### config.mk
export PLATFORM = sky130hd
export DESIGN_NAME = cache_dma_responder
export DESIGN_NICKNAME = d
export VERILOG_FILES = /design/src/rtl/cache_dma_responder.sv
export SDC_FILE = /design/constraint.sdc
export NUM_CORES = 2
export LEC_CHECK = 0
export BUFFER_PORTS_ARGS = -buffer_cell sky130_fd_sc_hd__buf_2
export CAP_MARGIN = 5
export CORE_AREA = 2 2 482 484
export CTS_CLUSTER_SIZE = 40
export DETAILED_ROUTE_END_ITERATION = 8
export DIE_AREA = 0 0 484 486
export GPL_ROUTABILITY_DRIVEN = 0
export PLACE_DENSITY_LB_ADDON = 0.1
export SETUP_SLACK_MARGIN = 0.2
export SLEW_MARGIN = 10
export SYNTH_ARGS = -nofsm -noshare
export SYNTH_HDL_FRONTEND = slang
export SYNTH_SLANG_ARGS = --single-unit
export TNS_END_PERCENT = 20
### constraint.sdc
create_clock -name clk_i -period 79.8 [get_ports clk_i]
set_clock_uncertainty 0.2 [all_clocks]
set_input_delay 15.96 -clock clk_i [delete_from_list [all_inputs] [get_ports clk_i]]
set_output_delay 15.96 -clock clk_i [all_outputs]
set_load 0.02 [all_outputs]
### src/rtl/cache_dma_responder.sv
`default_nettype none
// ============================================================================
// Module   : cache_dma_responder
// Purpose  : Memory-side DMA responder for the last-level cache. Serialises
//            block evictions into word writes and assembles block fills from
//            word reads on a simple req/ack memory port.
// Ports    : clk_i, rst_i             - clock, async active-high reset
//            request_i/addr_request_i - fill request from the cache
//            data_request_o/addr_request_o/request_valid_o - fill response
//            evict_req_i/data_evict_i/addr_evict_i/evict_ack_o - eviction
//            mem_req_o/mem_we_o/mem_addr_o/mem_wdata_o/mem_rdata_i/mem_ack_i
//                                     - word-wide memory port
// Revision : 1.0 - initial release
// ============================================================================
module cache_dma_responder #(
    parameter int BLOCK_BITS = 512,
    parameter int WORD_BITS  = 32
) (
    input  logic                  clk_i,
    input  logic                  rst_i,
    input  logic                  request_i,
    input  logic [31:0]           addr_request_i,
    output logic [BLOCK_BITS-1:0] data_request_o,
    output logic [31:0]           addr_request_o,
    output logic                  request_valid_o,
    input  logic                  evict_req_i,
    input  logic [BLOCK_BITS-1:0] data_evict_i,
    input  logic [31:0]           addr_evict_i,
    output logic                  evict_ack_o,
    output logic                  mem_req_o,
    output logic                  mem_we_o,
    output logic [31:0]           mem_addr_o,
    output logic [WORD_BITS-1:0]  mem_wdata_o,
    input  logic [WORD_BITS-1:0]  mem_rdata_i,
    input  logic                  mem_ack_i
);

    localparam int              WORDS      = BLOCK_BITS / WORD_BITS;
    localparam int              CNT_W      = (WORDS > 1) ? $clog2(WORDS) : 1;
    localparam int              WORD_BYTES = WORD_BITS / 8;
    localparam logic [31:0]     ALIGN_MASK = ~(32'(BLOCK_BITS / 8) - 32'd1);
    localparam logic [CNT_W-1:0] LAST_BEAT = CNT_W'(WORDS - 1);

    typedef enum logic [2:0] {
        S_IDLE      = 3'd0,
        S_EVICT_WR  = 3'd1,
        S_EVICT_ACK = 3'd2,
        S_FILL_RD   = 3'd3,
        S_FILL_RESP = 3'd4
    } state_t;

    state_t                r_state;
    logic [CNT_W-1:0]      r_cnt;
    logic [31:0]           r_base;
    logic [BLOCK_BITS-1:0] r_evict_buf;
    logic [BLOCK_BITS-1:0] r_fill_buf;

    logic [CNT_W-1:0]      w_cnt_inc;
    logic [31:0]           w_next_addr;
    logic [WORD_BITS-1:0]  w_next_wdata;
    logic [BLOCK_BITS-1:0] w_fill_next;

    // Memory outputs are registered, so the values for the following beat are
    // prepared from the incremented counter when the current beat is acked.
    assign w_cnt_inc    = r_cnt + CNT_W'(1);
    assign w_next_addr  = r_base + (32'(w_cnt_inc) * 32'(WORD_BYTES));
    assign w_next_wdata = r_evict_buf[w_cnt_inc*WORD_BITS +: WORD_BITS];

    // Fill buffer with the word arriving this cycle merged in; used both to
    // update the buffer and to publish the complete block on the last beat.
    always_comb begin
        w_fill_next = r_fill_buf;
        w_fill_next[r_cnt*WORD_BITS +: WORD_BITS] = mem_rdata_i;
    end

    always_ff @(posedge clk_i or posedge rst_i) begin
        if (rst_i) begin
            r_state         <= S_IDLE;
            r_cnt           <= '0;
            r_base          <= '0;
            r_evict_buf     <= '0;
            r_fill_buf      <= '0;
            data_request_o  <= '0;
            addr_request_o  <= '0;
            request_valid_o <= 1'b0;
            evict_ack_o     <= 1'b0;
            mem_req_o       <= 1'b0;
            mem_we_o        <= 1'b0;
            mem_addr_o      <= '0;
            mem_wdata_o     <= '0;
        end else begin
            case (r_state)
                S_IDLE: begin
                    // Eviction wins so a dirty victim is written back before
                    // its replacement block is fetched.
                    if (evict_req_i) begin
                        r_evict_buf <= data_evict_i;
                        r_base      <= addr_evict_i & ALIGN_MASK;
                        r_cnt       <= '0;
                        mem_req_o   <= 1'b1;
                        mem_we_o    <= 1'b1;
                        mem_addr_o  <= addr_evict_i & ALIGN_MASK;
                        mem_wdata_o <= data_evict_i[WORD_BITS-1:0];
                        r_state     <= S_EVICT_WR;
                    end else if (request_i) begin
                        r_base      <= addr_request_i & ALIGN_MASK;
                        r_cnt       <= '0;
                        mem_req_o   <= 1'b1;
                        mem_we_o    <= 1'b0;
                        mem_addr_o  <= addr_request_i & ALIGN_MASK;
                        mem_wdata_o <= '0;
                        r_state     <= S_FILL_RD;
                    end
                end

                S_EVICT_WR: begin
                    if (mem_ack_i) begin
                        if (r_cnt == LAST_BEAT) begin
                            mem_req_o   <= 1'b0;
                            mem_we_o    <= 1'b0;
                            mem_addr_o  <= '0;
                            mem_wdata_o <= '0;
                            evict_ack_o <= 1'b1;
                            r_state     <= S_EVICT_ACK;
                        end else begin
                            r_cnt       <= w_cnt_inc;
                            mem_addr_o  <= w_next_addr;
                            mem_wdata_o <= w_next_wdata;
                        end
                    end
                end

                S_EVICT_ACK: begin
                    evict_ack_o <= 1'b0;
                    r_state     <= S_IDLE;
                end

                S_FILL_RD: begin
                    if (mem_ack_i) begin
                        r_fill_buf <= w_fill_next;
                        if (r_cnt == LAST_BEAT) begin
                            mem_req_o       <= 1'b0;
                            mem_addr_o      <= '0;
                            data_request_o  <= w_fill_next;
                            addr_request_o  <= r_base;
                            request_valid_o <= 1'b1;
                            r_state         <= S_FILL_RESP;
                        end else begin
                            r_cnt      <= w_cnt_inc;
                            mem_addr_o <= w_next_addr;
                        end
                    end
                end

                S_FILL_RESP: begin
                    request_valid_o <= 1'b0;
                    r_state         <= S_IDLE;
                end

                default: begin
                    mem_req_o       <= 1'b0;
                    mem_we_o        <= 1'b0;
                    evict_ack_o     <= 1'b0;
                    request_valid_o <= 1'b0;
                    r_state         <= S_IDLE;
                end
            endcase
        end
    end

endmodule
`default_nettype wire

==> reports/summary.txt <==
Outcome = completed
Reg power frac = 39.0%
Tmin final = 19.94 ns
CP Capture Type = flop
Fill cells = 22734
Internal = 2107 uW
CP cell instances = buf_2 -> buf_4 -> nand2_1 -> nor2_4 -> buf_4 -> buf_4 -> buf_4 -> mux2_2
DR vias/cell = 4.988
Maxcap violations = 0
Sw Ratio = 34.71%
Worst path top cell family by delay = buffers and inverters
Sequential area share after synthesis = 58.63%
Layout cells sized above 1 = 37.54%
GRT overflow = 0
Starting DRT DRC Count = 2859
Clk slew on worst S/H paths = 0.06 ns
IO Pins = 1225
Largest net degree at the start of global routing = 232
Worst setup SP type = primary input
Die height = 486 um
Gr usage total = 23.04%
WP buf/inv = 5
Power Density = 37.39 mW/mm^2
Post-DP HPWL = 193300 um
Resize count post-CTS = 0
Root Buffer Master = clkbuf_16
Via count = 49907
Clock Power Share = 28.0%
P_leak = 0.04187 uW
Max stage delay on crit path = 0.90 ns
Async set or reset register ratio after synthesis = 100.0%
Setup TNS Final = 0 ns
Commonest cells post-synth = dfrtp_1 (1661), mux2_2 (833), nand2_1 (830)
I/O Buffers = 1204
RSZ-0062 raised after global routing = false
Setup ws final = 59.86 ns
Nets@finish = 7387
Initial Util = 30.89%
Total CTS buffers = 193
Relative slew slack = 21.95%
ANT nets after route = 0
Core area = 0.2295 sq mm
WL per Instance = 27.56 um
Pins Over Slew Limit = 0
TritonCTS clock tree = yes
Num rows = 176
Layout area overhead = 21.78%
Post-CTS Hold Fix Bufs = 0
Net Sw Power = 1120 uW
Worst hold path type = reg2reg
Drt first pass iters = 8
Clk_lat worst skew = 0.83 ns
Die width = 484 um
Drt drc = 0
CTS Sinks = 1661
Synth cell types = 50
Critical path arrival = 20.44 ns
First-pass GRT wire length = 389400 um
Post-synth EDFFs = 0
Actual slew at the worst max-slew pin = 1.167 ns
Fin crit share = 24.98%
Combinational Power Share = 32.9%
Most common cell in the netlist = dfrtp_1
Top-area cell type share of the netlist area = 58.63%
Final hold vios = 0
CP Class = in2reg
Most Frequent Cell on Critical Path = buf_4
Synth area leader = dfrtp_1
Post-synthesis cell area = 0.07089 sq mm
Peak VDD IR = 0.00002546 V
Mapped Cells = 5784
Number of global-route vias before repair = 50922
Yosys warnings = 0
H-tree depth = 4
Number of synthesized register bits = 1661
Crit path max fanout = 75
Critical Path RT = 80.31 ns
Final count of negative-setup-slack endpoints = 0
Dominant synthesized flop cell = dfrtp_1
Fmax = 50.16 MHz
Power consumption = 3228 uW
CTS max path bufs = 3
Initial antenna violation count = 217
Total wire length = 275700 um
Post-CTS Setup Inserts = 0
Synthesized area per cell = 12.26 sq um
Critical-path top delay cell = buf_4
Area contributors post-synth = dfrtp_1 (59%), mux2_2 (13%), mux2i_1 (5.5%)
Dpl ws = 59.07 ns
DIE AREA = 0.2352 sq mm
logic make-up (layout without fill, tap and decap cells):
family,count (synthesis),count (layout),share of synthesized area (%)
compound gates,967,967,7.746
xor+xnor,3,3,0.03707
fa+ha+maj,3,3,0.05295
buf+inv,610,1750,3.422
flops,1661,1661,58.63
mux,1394,1394,23.49
other cells,1,56,0.005290
simple gates,1145,1145,6.615
sequential cells by signal, summed over array words and instances (netlist names):
name             cells
request_valid_o      1
addr_request_o      26
data_request_o     512
r_fill_buf         512
r_state              3
mem_req_o            1
mem_addr_o          30
evict_ack_o          1
r_base              26
mem_we_o             1
r_evict_buf        512
r_cnt                4
mem_wdata_o         32
cell type report:
class                   count  area, sq um  share of cell area, %
clock buffers             306         5818                  6.739
clock inverters            49        663.1                 0.7681
inverters                 101        389.1                 0.4507
flip-flops and latches   1661        41570                  48.15
multi-input cells        3520        27200                  31.50
well taps                3026         3786                  4.386
repair buffers           1294         6789                  7.864
diodes                     48        120.1                 0.1391
routing by layer:
layer / vias up / wire, um / GRT usage, %
li1: 22309 / - / -
met5: - / 1099 / 0
met2: 1468 / 136700 / 39.70
met3: 661 / 19450 / 7.143
met4: 186 / 11910 / 8.523
met1: 25283 / 106500 / 26.82
placed cells by master (no fill, tap or decap), types with 33 or more instances in the layout:
| master | Yosys | routed |
|---|---|---|
| mux2_1 | 43 | 43 |
| clkbuf_1 | 384 | 60 |
| nor2b_1 | 71 | 67 |
| clkbuf_8 | 0 | 50 |
| o21ai_1 | 166 | 166 |
| nor2_1 | 162 | 155 |
| o21ai_0 | 414 | 414 |
| clkbuf_16 | 0 | 196 |
| o22ai_1 | 39 | 39 |
| mux2i_1 | 390 | 390 |
| inv_1 | 100 | 98 |
| buf_4 | 10 | 83 |
| a21oi_1 | 154 | 152 |
| and2_1 | 35 | 33 |
| mux4_2 | 128 | 128 |
| dfrtp_1 | 1661 | 1660 |
| diode_2 | 0 | 48 |
| a31oi_1 | 90 | 90 |
| mux2_2 | 833 | 833 |
| nand2_1 | 830 | 822 |
| buf_2 | 79 | 1204 |
| a222oi_1 | 84 | 84 |
power groups by stage:
stage	clock network (uW)	logic, uW	registers (uW)
2_1_floorplan	0	682	1280
3_3_place_gp	0	1080	1260
3_5_place_dp	0	1090	1270
4_1_cts	929	1100	1260
5_1_grt	964	1150	1290
6_report	904	1060	1260
stage by stage:
| stage | instance area (sq um) | cells | hold WS, ns | util (%) |
|---|---|---|---|---|
| floorplan | 70920 | 5791 | 0.2422 | - |
| global route | 86280 | 9982 | 0.2909 | 37.60 |
| finish | 86330 | 10005 | 0.2691 | 37.62 |
| global placement | 79730 | 9602 | 0.2537 | 34.75 |
| detailed placement | 79730 | 9602 | 0.2576 | 34.75 |
| CTS | 86210 | 9957 | 0.2743 | 37.57 |
worst register-to-register path, delay by kind of cell, from the launching register on:
family	cells	cell delay (ns)
AOI/OAI and AO/OA	1	0.31
and+or+nand+nor	2	1.44
buffers and inverters	4	2.38
DFF	1	0.63
worst paths after layout:
path / startpoint / slack [ns] / to / cells past startpoint
worst max-delay path: evict_req_i / 59.86 / r_evict_buf[442] / 8
worst min-delay path: r_fill_buf[10] / 0.27 / r_fill_buf[10] / 2
worst max register to register: r_state[2] / 74.78 / data_request_o[228] / 7
worst min register to register: r_fill_buf[10] / 0.27 / r_fill_buf[10] / 2
max in group asynchronous: rst_i / 60.39 / r_fill_buf[59] / 6
min in group asynchronous: rst_i / 15.10 / r_evict_buf[378] / 2
Note: power is estimated with default switching activity, not from simulation.
